`config.mk`:
```
export PLATFORM = sky130hd
export DESIGN_NAME = div_sequencer
export DESIGN_NICKNAME = d
export VERILOG_FILES = /design/src/rtl/div_sequencer.sv
export SDC_FILE = /design/constraint.sdc
export NUM_CORES = 1
export LEC_CHECK = 0
export ABC_AREA = 1
export ABC_CLOCK_PERIOD_IN_PS = 4900
export CAP_MARGIN = 15
export CORE_MARGIN = 3
export CORE_UTILIZATION = 41
export CTS_CLUSTER_SIZE = 12
export DETAILED_ROUTE_END_ITERATION = 16
export GPL_ROUTABILITY_DRIVEN = 0
export PLACE_DENSITY = 0.85
export SYNTH_ARGS = -nofsm -noshare
export SYNTH_HDL_FRONTEND = slang
export SYNTH_SLANG_ARGS = --single-unit
export TNS_END_PERCENT = 1
```
`constraint.sdc`:
```
create_clock -name clk -period 4.9 [get_ports clk]
set_input_delay 1.225 -clock clk [delete_from_list [all_inputs] [get_ports clk]]
set_output_delay 1.225 -clock clk [all_outputs]
set_load 0.02 [all_outputs]
```
`src/rtl/div_sequencer.sv`:
```
// Sequences one request at a time through an external multi-cycle divider. It bypasses the divider for
// divide-by-zero and aborts on a watchdog timeout. Optional signed operands: define DIV_SIGNED_EN.
module div_sequencer #(
  parameter int unsigned TIMEOUT_CYCLES = 64
) (
  input  logic        clk,
  input  logic        rst,
  input  logic        in_valid,
  output logic        in_ready,
  input  logic [31:0] in_a,
  input  logic [31:0] in_d,
  input  logic        in_signed,
  output logic        div_start,
  output logic [31:0] div_a,
  output logic [31:0] div_d,
  input  logic [63:0] div_r,
  input  logic        div_busy,
  input  logic        div_done,
  output logic        out_valid,
  input  logic        out_ready,
  output logic [31:0] out_q,
  output logic [31:0] out_rem,
  output logic        out_dz,
  output logic        out_to
);

  localparam int unsigned WDOG_W = $clog2(TIMEOUT_CYCLES + 1);

  typedef enum logic [1:0] {
    S_IDLE,
    S_ISSUE,
    S_WAIT,
    S_HOLD
  } state_e;

  state_e              state_q, state_d;
  logic [31:0]         a_q, a_d;
  logic [31:0]         d_q, d_d;
  logic [WDOG_W-1:0]   wdog_q, wdog_d;
  logic [31:0]         quot_q, quot_d;
  logic [31:0]         rem_q, rem_d;
  logic                dz_q, dz_d;
  logic                to_q, to_d;

  // Operands as handed to the divider, and the divider result as presented to the consumer.
  logic [31:0]         a_mag, d_mag;
  logic [31:0]         cap_quot, cap_rem;

`ifdef DIV_SIGNED_EN
  logic                neg_quot_q, neg_quot_d;
  logic                neg_rem_q, neg_rem_d;
  logic                a_neg, d_neg;
  logic                unused_ok;

  assign a_neg     = in_signed & in_a[31];
  assign d_neg     = in_signed & in_d[31];
  assign a_mag     = a_neg ? (~in_a + 32'd1) : in_a;
  assign d_mag     = d_neg ? (~in_d + 32'd1) : in_d;
  // -2^31 has no positive magnitude; the unsigned pattern 2^31 divides correctly and wraps back.
  assign cap_quot  = neg_quot_q ? (~div_r[31:0] + 32'd1) : div_r[31:0];
  assign cap_rem   = neg_rem_q ? (~div_r[63:32] + 32'd1) : div_r[63:32];
  assign unused_ok = div_busy;
`else
  logic                unused_ok;

  assign a_mag     = in_a;
  assign d_mag     = in_d;
  assign cap_quot  = div_r[31:0];
  assign cap_rem   = div_r[63:32];
  assign unused_ok = ^{div_busy, in_signed};
`endif

  // NOTE: every output of this block gets a default first, so no path through the case infers a latch.
  always_comb begin
    state_d = state_q;
    a_d     = a_q;
    d_d     = d_q;
    wdog_d  = wdog_q;
    quot_d  = quot_q;
    rem_d   = rem_q;
    dz_d    = dz_q;
    to_d    = to_q;
`ifdef DIV_SIGNED_EN
    neg_quot_d = neg_quot_q;
    neg_rem_d  = neg_rem_q;
`endif

    unique case (state_q)
      S_IDLE: begin
        if (in_valid) begin
          if (in_d == 32'd0) begin
            // The divider is never started; the raw dividend keeps its sign as the remainder.
            quot_d  = 32'hFFFF_FFFF;
            rem_d   = in_a;
            dz_d    = 1'b1;
            to_d    = 1'b0;
            state_d = S_HOLD;
          end else begin
            a_d     = a_mag;
            d_d     = d_mag;
`ifdef DIV_SIGNED_EN
            neg_quot_d = a_neg ^ d_neg;
            neg_rem_d  = a_neg;
`endif
            state_d = S_ISSUE;
          end
        end
      end

      S_ISSUE: begin
        wdog_d  = '0;
        state_d = S_WAIT;
      end

      S_WAIT: begin
        wdog_d = wdog_q + WDOG_W'(1);
        if (div_done) begin
          quot_d  = cap_quot;
          rem_d   = cap_rem;
          dz_d    = 1'b0;
          to_d    = 1'b0;
          state_d = S_HOLD;
        end else if (wdog_d == WDOG_W'(TIMEOUT_CYCLES)) begin
          quot_d  = '0;
          rem_d   = '0;
          dz_d    = 1'b0;
          to_d    = 1'b1;
          state_d = S_HOLD;
        end
      end

      S_HOLD: begin
        if (out_ready) begin
          dz_d    = 1'b0;
          to_d    = 1'b0;
          state_d = S_IDLE;
        end
      end

      default: state_d = S_IDLE;
    endcase
  end

  // NOTE: state registers use non-blocking assignments so every flop samples pre-edge values.
  always_ff @(posedge clk) begin
    if (rst) begin
      // NOTE: every register is plain state (no memory array), so all of them are cleared on reset.
      state_q <= S_IDLE;
      a_q     <= '0;
      d_q     <= '0;
      wdog_q  <= '0;
      quot_q  <= '0;
      rem_q   <= '0;
      dz_q    <= 1'b0;
      to_q    <= 1'b0;
`ifdef DIV_SIGNED_EN
      neg_quot_q <= 1'b0;
      neg_rem_q  <= 1'b0;
`endif
    end else begin
      state_q <= state_d;
      a_q     <= a_d;
      d_q     <= d_d;
      wdog_q  <= wdog_d;
      quot_q  <= quot_d;
      rem_q   <= rem_d;
      dz_q    <= dz_d;
      to_q    <= to_d;
`ifdef DIV_SIGNED_EN
      neg_quot_q <= neg_quot_d;
      neg_rem_q  <= neg_rem_d;
`endif
    end
  end

  assign in_ready  = (state_q == S_IDLE);
  assign div_start = (state_q == S_ISSUE);
  assign div_a     = a_q;
  assign div_d     = d_q;
  assign out_valid = (state_q == S_HOLD);
  assign out_q     = quot_q;
  assign out_rem   = rem_q;
  assign out_dz    = dz_q;
  assign out_to    = to_q;

endmodule

```
==> results of run 1 <==
-- final cells by class --
class | instances | share of cell area [%]
clock inverters | 10 | 1.45
repair buffers | 276 | 28.2
inverters | 14 | 0.540
flip-flops and latches | 139 | 28.6
clock buffers | 22 | 4.67
multi-input cells | 651 | 33.8
well taps | 211 | 2.71
-- per-stage QoR --
stage | std cells | util [%] | power, mW
final | 1323 | 63.6 | 5.72
after global routing | 1323 | 63.6 | 6.03
after CTS | 1323 | 63.6 | 5.76
after detailed placement | 1291 | 59.7 | 4.43
after global placement | 1291 | 59.7 | 4.39
after floorplan | 876 | - | 3.41
-- layer usage --
| layer | global-route usage, % | wire [um] | vias to the layer above |
|---|---|---|---|
| li1 | - | - | 3340 |
| met5 | 0 | 0 | - |
| met3 | 8.46 | 2000 | 47 |
| met2 | 39.5 | 10100 | 302 |
| met1 | 28.8 | 8750 | 3181 |
| met4 | 9.51 | 629 | 0 |
-- where the power goes --
| group | switching, mW | total [mW] | internal (mW) | leakage, nW |
|---|---|---|---|---|
| registers | 0.155 | 1.59 | 1.44 | 1.14 |
| logic | 1.73 | 2.82 | 1.09 | 2.14 |
| clock network | 0.494 | 1.31 | 0.815 | 0.285 |
-- registers in the layout, summed over array words and instances (netlist names) --
register and cells:
out_to 1, div_d 32, out_rem 32, out_q 32, state_q 2, out_dz 1
div_a 32, wdog_q 7
-- worst max-delay path: stages --
cell and delay [ps]:
clkdlybuf4s50_1 470, nor2_1 120, nand2_1 90, nor2_1 110, nand2_1 80, nor2_1 240, nor2_4 70, buf_4 220
nand2_2 510, buf_12 300, nand2_1 90, a21oi_1 140
-- worst min path at each step --
stage / endpoint / slack (ps) / cells past startpoint
after CTS: out_rem[6] / 460 / 2
after global placement: div_a[3] / 450 / 2
final: div_a[12] / 460 / 2
after global routing: out_rem[15] / 470 / 2
after detailed placement: out_rem[13] / 450 / 2
after floorplan: wdog_q[6] / 460 / 2
-- cell usage after synthesis --
cell	instances	area, um2
o21bai_1	1	7.51
xnor2_1	1	8.76
clkinv_1	1	3.75
a21oi_4	1	16.3
buf_6	1	11.3
inv_1	13	48.8
nor2_1	37	139
o21ai_0	4	20.0
a21oi_1	97	485
dfxtp_1	139	2780
buf_2	16	80.1
nand4_1	2	12.5
nand2_2	2	12.5
nand2_1	290	1090
a211oi_1	1	7.51
clkbuf_1	39	146
nand3_2	41	410
nand3_1	127	636
or2_2	1	6.26
buf_1	12	45.0
ha_1	5	62.6
buf_12	4	80.1
a21oi_2	40	350
nand3b_1	1	7.51
-- cells by family (layout without fill, tap and decap cells) --
| group | count (synthesis) | count (layout) | synth area share [%] |
|---|---|---|---|
| AO/OA/AOI/OAI | 144 | 144 | 13.7 |
| XOR/XNOR | 1 | 1 | 0.135 |
| adder cells (fa/ha/maj) | 5 | 5 | 0.967 |
| buffers and inverters | 86 | 322 | 6.42 |
| flip-flops | 139 | 139 | 43.0 |
| AND/OR/NAND/NOR | 501 | 501 | 35.7 |
==> impl_metrics.tcl, run 1 <==
set metrics [dict create \
    required_ps 5240 \
    endpoint "div_a[7]" \
    cts-hold-fix-buffers 0 \
    clock_skew_ps 4.39 \
    r2r-start "state_q[0]" \
    cts_root_buffer "clkbuf_16" \
    area_delta_synth_final_pct 50.5 \
    seqCellArea_mm2 0.00278 \
    ff2ff_path_depth 9 \
    setup_viol 0 \
    placed_area_mm2 0.00914 \
    min_period_over_period_pct 68.2 \
    worstPathArrival_ps 3690 \
    tightest_slew_ps 982 \
    reg2reg_to "out_q[7]" \
    crit_path_end_kind "register" \
    die_h_um 132 \
    syn-instance-count 876 \
    firstDrtPassIters 5 \
    maxCapViolCount 0 \
    nNetsFinal 1239 \
    ys.warnings.count 0 \
    power_density_mw_per_mm2 588 \
    slew_viol_final 0 \
    ir_drop_uv 509 \
    grt_max_degree 73 \
    n_fill_cell 1332 \
    cts_sinks 139 \
    max_freq_ghz 0.299 \
    synth_area_mm2 0.00647 \
    fin_tns_setup_ps 0 \
    startpoint "in_d[10]" \
    finalCriticalPeriod_ps 3340 \
    track_usage_pct 24.0 \
    dpl.hpwl_um 14100 \
    h-tree-depth 4 \
    synth_seq_area_share_pct 43.0 \
    syn_avg_cell_area_um2 7.38 \
    multi_input_area_mm2 0.00329 \
    p_leak_nw 3.57 \
    num_vias 6870 \
    cts_tree "yes" \
    cts_buffer_depth 2 \
    cts_setup_buffers 0 \
    cts_resized 0 \
    hold_ws_ps 459 \
    hold_class "reg -> reg" \
    clkSlewWorstSetupHoldPaths_ps 60 \
    grt_pass1_vias 6534 \
    r2r_setup_slack_ps 2030 \
    rsz0062_at_grt "false" \
    core_area_mm2 0.0153 \
    grt_antenna_before_repair 0 \
    relSlewSlack_pct 34.5 \
    final_cell_mix "289 x nand2_1, 262 x clkdlybuf4s50_1, 139 x dfxtp_1, 127 x nand3_1, 97 x a21oi_1" \
    design.die.area_mm2 0.0173 \
    n_antenna_cell 0 \
    drc 0 \
    clk_latency_ps 420 \
    rows 45 \
    fin_ws_ps 1560 \
    initial_utilization_pct 42.2 \
    ios 268 \
    wl_um 21500 \
    design_area_mm2 0.00973 \
    place_worst_setup_slack_ps 1140 \
    die_x_um 132 \
    start_kind "primary input" \
    final_common_cell "nand2_1" \
    port_buffers 265 \
    min_from "div_a[12]" \
    status "finished, final reports clean" \
    drtAntennaViolNets 0 \
    grt_pass1_wl_um 34000 \
    crit_type "in -> reg" \
    synth.distinct_cells 24 \
    overflow 0 \
    synthesis.nets 1016 \
    viasPerCell 5.19 \
    synth-seq-cells 139 \
    drt_iter0_drc 485 \
    hold_viol_final 0 \
    cts_buffers 17 \
    layout-drive-gt1-share_pct 11.8 \
    crit_fanout 42 \
    wl_per_cell_um 16.2 \
]
(Power assumes the default switching activity.)
==> run 2, diff against run 1 <==
- ABC_CLOCK_PERIOD_IN_PS: 4900 -> 2950
- CORE_UTILIZATION: 41 -> 39
- clock period: 4.9 -> 2.95 ns (I/O delays scaled with it)
==> impl_metrics.tcl, run 2 (same netlist as run 1, synthesis figures left out) <==
set metrics [dict create \
    placed_area_mm2 0.00926 \
    clk_latency_ps 420 \
    nNetsFinal 1246 \
    required_ps 3240 \
    hold_ws_ps 458 \
    grt_pass1_vias 6624 \
    cts_buffers 17 \
    seqCellArea_mm2 0.00278 \
    min_period_over_period_pct 82.8 \
    viasPerCell 5.16 \
    die_h_um 135 \
    grt_max_degree 66 \
    setup_viol 0 \
    internal-power_mw 5.78 \
    clock_skew_ps 8.35 \
    fin_ws_ps 508 \
    status "finished, final reports clean" \
    crit_type "in -> reg" \
    initial_utilization_pct 40.3 \
    wl_um 21700 \
    firstDrtPassIters 5 \
    overflow 0 \
    core_area_mm2 0.0161 \
    design.die.area_mm2 0.0182 \
    grt_pass1_wl_um 34300 \
    design_area_mm2 0.00989 \
    cts_root_buffer "clkbuf_16" \
    n_antenna_cell 0 \
    slew_viol_final 0 \
    port_buffers 265 \
    finalCriticalPeriod_ps 2440 \
    p_leak_nw 3.65 \
    max_freq_ghz 0.409 \
    rsz0062_at_grt "false" \
    layout-drive-gt1-share_pct 12.7 \
    area_delta_synth_final_pct 52.9 \
    drc 0 \
    cts_buffer_depth 2 \
    track_usage_pct 23.5 \
    sw_frac_of_total_pct 40.8 \
    worstPathArrival_ps 2730 \
    start_kind "primary input" \
    h-tree-depth 4 \
    ir_drop_uv 657 \
    final_cell_mix "289 x nand2_1, 262 x clkdlybuf4s50_1, 139 x dfxtp_1, 127 x nand3_1, 97 x a21oi_1" \
    cts_tree "yes" \
    num_vias 6886 \
    ios 268 \
    p_comb_share_pct 49.3 \
    relSlewSlack_pct 47.1 \
    die_x_um 135 \
    dpl.hpwl_um 14700 \
    clkPwrFrac_pct 23.6 \
    cts_resized 0 \
    fin_tns_setup_ps 0 \
    cts_setup_buffers 0 \
    power.share.sequential_pct 27.1 \
    cts_sinks 139 \
    rows 46 \
    crit_path_end_kind "register" \
    drt_iter0_drc 373 \
    power_density_mw_per_mm2 988 \
    final_common_cell "nand2_1" \
    maxCapViolCount 0 \
    power.switching_mw 3.99 \
    hold_viol_final 0 \
    clkSlewWorstSetupHoldPaths_ps 60 \
    cts-hold-fix-buffers 0 \
    tightest_slew_ps 794 \
    fin_util_pct 61.6 \
    multi_input_area_mm2 0.00329 \
    hold_class "reg -> reg" \
    place_worst_setup_slack_ps 74.0 \
    grt_antenna_before_repair 0 \
    n_fill_cell 1370 \
    crit_fanout 18 \
    drtAntennaViolNets 0 \
    wl_per_cell_um 16.3 \
]
==> run 2: area by class of cell <==
cell class	instances	share of cell area, %
Multi-Input combinational cell	651	33.3
Timing Repair Buffer	283	28.9
Sequential cell	139	28.1
Clock buffer	18	4.44
Tap cell	216	2.73
Clock inverter	14	1.97
Inverter	14	0.531
==> run 2: layer usage <==
metal | global-route usage [%] | wire [um]
met4 | 8.20 | 427
met3 | 7.15 | 1880
met5 | 0 | 0
met2 | 39.4 | 10500
met1 | 28.7 | 8940
==> run 2: metrics by stage <==
step | std cells | power, mW
after floorplan | 876 | 5.66
after global placement | 1303 | 7.45
after detailed placement | 1303 | 7.53
after CTS | 1335 | 9.86
after global routing | 1335 | 10.4
final | 1335 | 9.77
==> run 2: final timing paths <==
check             slack (ps)  depth (start not counted)  startpoint          end
setup / recovery         510                         12    in_d[27]  out_rem[13]
hold / removal           460                          2   div_a[25]    div_a[25]
setup reg to reg         610                         10   wdog_q[0]  out_rem[13]
hold reg to reg          460                          2   div_a[25]    div_a[25]
==> run 2: power groups by stage <==
stage	clock network [mW]	registers, mW	logic, mW
floorplan	0	3.26	2.40
global placement	0	2.66	4.79
detailed placement	0	2.68	4.85
CTS	2.35	2.65	4.86
global route	2.43	2.71	5.21
finish	2.30	2.65	4.82
==> run 2: critical path, stage by stage <==
cell and delay, ps:
clkdlybuf4s50_1 420, nor2_1 240, nand2_1 80, nor2_1 110
nand2_1 60, nor2_1 210, nor2_4 90, nor2_4 220
nand2_2 120, buf_4 250, nand2_1 110, a21oi_1 70
==> run 3, diff against run 2 <==
- ABC_CLOCK_PERIOD_IN_PS: 2950 -> 2100
- clock period: 2.95 -> 2.1 ns (I/O delays scaled with it)
==> impl_metrics.tcl, run 3 (same netlist as run 1, synthesis figures left out) <==
set metrics [dict create \
    status "finished, final reports clean" \
    crit_fanout 29 \
    grt_antenna_before_repair 0 \
    p_leak_nw 3.84 \
    finalCriticalPeriod_ps 2040 \
    whs_endpoint "out_rem[8]" \
    max_freq_ghz 0.490 \
    crit_path_cell_trace "clkdlybuf4s50_1 > nor2_2 > nand2_1 > nor2_2 > nand2_1 > nor2_4 > nor2_4 > nor2_4 > buf_12 > buf_12 > nand3_1 > a21oi_1" \
    worstPathArrival_ps 2380 \
    clk_latency_ps 410 \
    setup_viol 0 \
    maxCapViolCount 0 \
    design.die.area_mm2 0.0182 \
    drtAntennaViolNets 0 \
    cts_tree "yes" \
    h-tree-depth 4 \
    nNetsFinal 1273 \
    layout-drive-gt1-share_pct 15.6 \
    critPathSlowestCell "clkdlybuf4s50_1" \
    required_ps 2440 \
    grt_pass1_vias 6752 \
    worstHoldPathCells 2 \
    grt_max_degree 65 \
    tightest_slew_ps 465 \
    initial_utilization_pct 40.3 \
    cp_top_family "simple AND/OR/NAND/NOR gates" \
    grt_pass1_wl_um 34200 \
    min_from "out_rem[8]" \
    stdcell_count 1362 \
    drt_iter0_drc 380 \
    critPathMaxStageDelay_ps 440 \
    cts_sinks 139 \
    core_area_mm2 0.0161 \
    dpl.hpwl_um 15400 \
    dp_cells 1321 \
    ir_drop_uv 922 \
    relSlewSlack_pct 69.0 \
    n_antenna_cell 0 \
    min_period_over_period_pct 97.2 \
    slew_viol_final 0 \
    power_density_mw_per_mm2 1410 \
    ios 268 \
    total_power_mw 14.5 \
    wl_per_cell_um 16.8 \
    wl_um 22900 \
    die_x_um 135 \
    rsz0062_at_grt "true" \
    crit_path_frequent_cell "nor2_4" \
    track_usage_pct 23.4 \
    start_kind "primary input" \
    final_cell_mix "288 x nand2_1, 259 x clkdlybuf4s50_1, 137 x dfxtp_1, 127 x nand3_1, 96 x a21oi_1" \
    num_vias 7048 \
    crit_path_end_kind "register" \
    r2r-start "wdog_q[1]" \
    cts-hold-fix-buffers 0 \
    path_buf_inv 3 \
    hold_class "reg -> reg" \
    rows 46 \
    cts_buffer_depth 2 \
    firstDrtPassIters 5 \
    ff2ff_path_depth 12 \
    overflow 0 \
    viasPerCell 5.17 \
    die_h_um 135 \
    clock_skew_ps 9.72 \
    reg2reg_to "out_rem[14]" \
    r2r_setup_slack_ps 130 \
    port_buffers 265 \
    crit_type "in -> reg" \
    cts_buffers 17 \
    clkSlewWorstSetupHoldPaths_ps 60 \
    cts_root_buffer "clkbuf_16" \
    area_delta_synth_final_pct 59.0 \
    drc 0 \
    hold_viol_final 0 \
    final_common_cell "nand2_1" \
]
## run 3: cell types whose count changed in the layout (fill, tap and decap cells not counted), sizes merged
cell,previous run,this run
clkinvlp,1,4
dlygate4sd2,0,3
inv,14,15
clkdlybuf4s50,262,259
buf,21,44
clkbuf,18,23
clkinv,9,4
## run 3: how the worst max path moves through the flow
stage / from / end / cells after the start
3_5_place_dp: in_d[27] / out_q[31] / 11
2_1_floorplan: in_d[9] / out_q[10] / 11
5_1_grt: in_d[28] / out_rem[10] / 12
3_3_place_gp: in_d[27] / out_q[31] / 11
6_report: in_d[28] / out_rem[14] / 12
4_1_cts: in_d[27] / out_q[31] / 11
## run 3: worst reg2reg max path, delay by kind of cell (launching register included)
kind / cells / cell delay [ps]
AOI/OAI and AO/OA: 3 / 450
DFF: 1 / 370
adders and majority gates: 1 / 160
and+or+nand+nor: 6 / 550
buffers and inverters: 2 / 320
## run 3: final cells by class
class / count / area (um2)
fill: 1351 / 5770
multi-input combinational: 651 / 3330
timing repair buffer: 310 / 3200
sequential: 139 / 2790
clock buffer: 19 / 453
tap: 216 / 270
clock inverter: 13 / 190
inverter: 14 / 52.6
## run 3: stage by stage
step                util (%)  TNS [ps]  setup slack [ps]  hold WS (ps)  cell area, um2
detailed placement      58.8    -46000              -513           451            9440
global route            64.0      -148             -25.4           477           10300
CTS                     62.8         0              6.08           461           10100
floorplan                  -         0               271           455            6470
finish                  64.0         0              59.8           457           10300
global placement        58.8    -41310              -456           446            9440
## run 3: what timing repair did
item,in CTS,in global routing
cloned,0,5
pin swaps,0,4
endpoints found under the setup margin,51,66
buffers inserted,0,4
resized for setup,5,13
## run 3: routing by layer
metal	wire, um	global-route usage, %	part of all wire (%)
met1	9290	27.9	41
met4	582	8.54	2.5
met5	0	0	0
met3	2180	8.20	9.5
met2	10800	39.1	47
## run 3: power by group
group          internal (mW)  leakage (nW)  switching, mW
logic                   3.21          2.40           4.28
registers               3.35          1.14          0.382
clock network           2.06         0.302           1.20
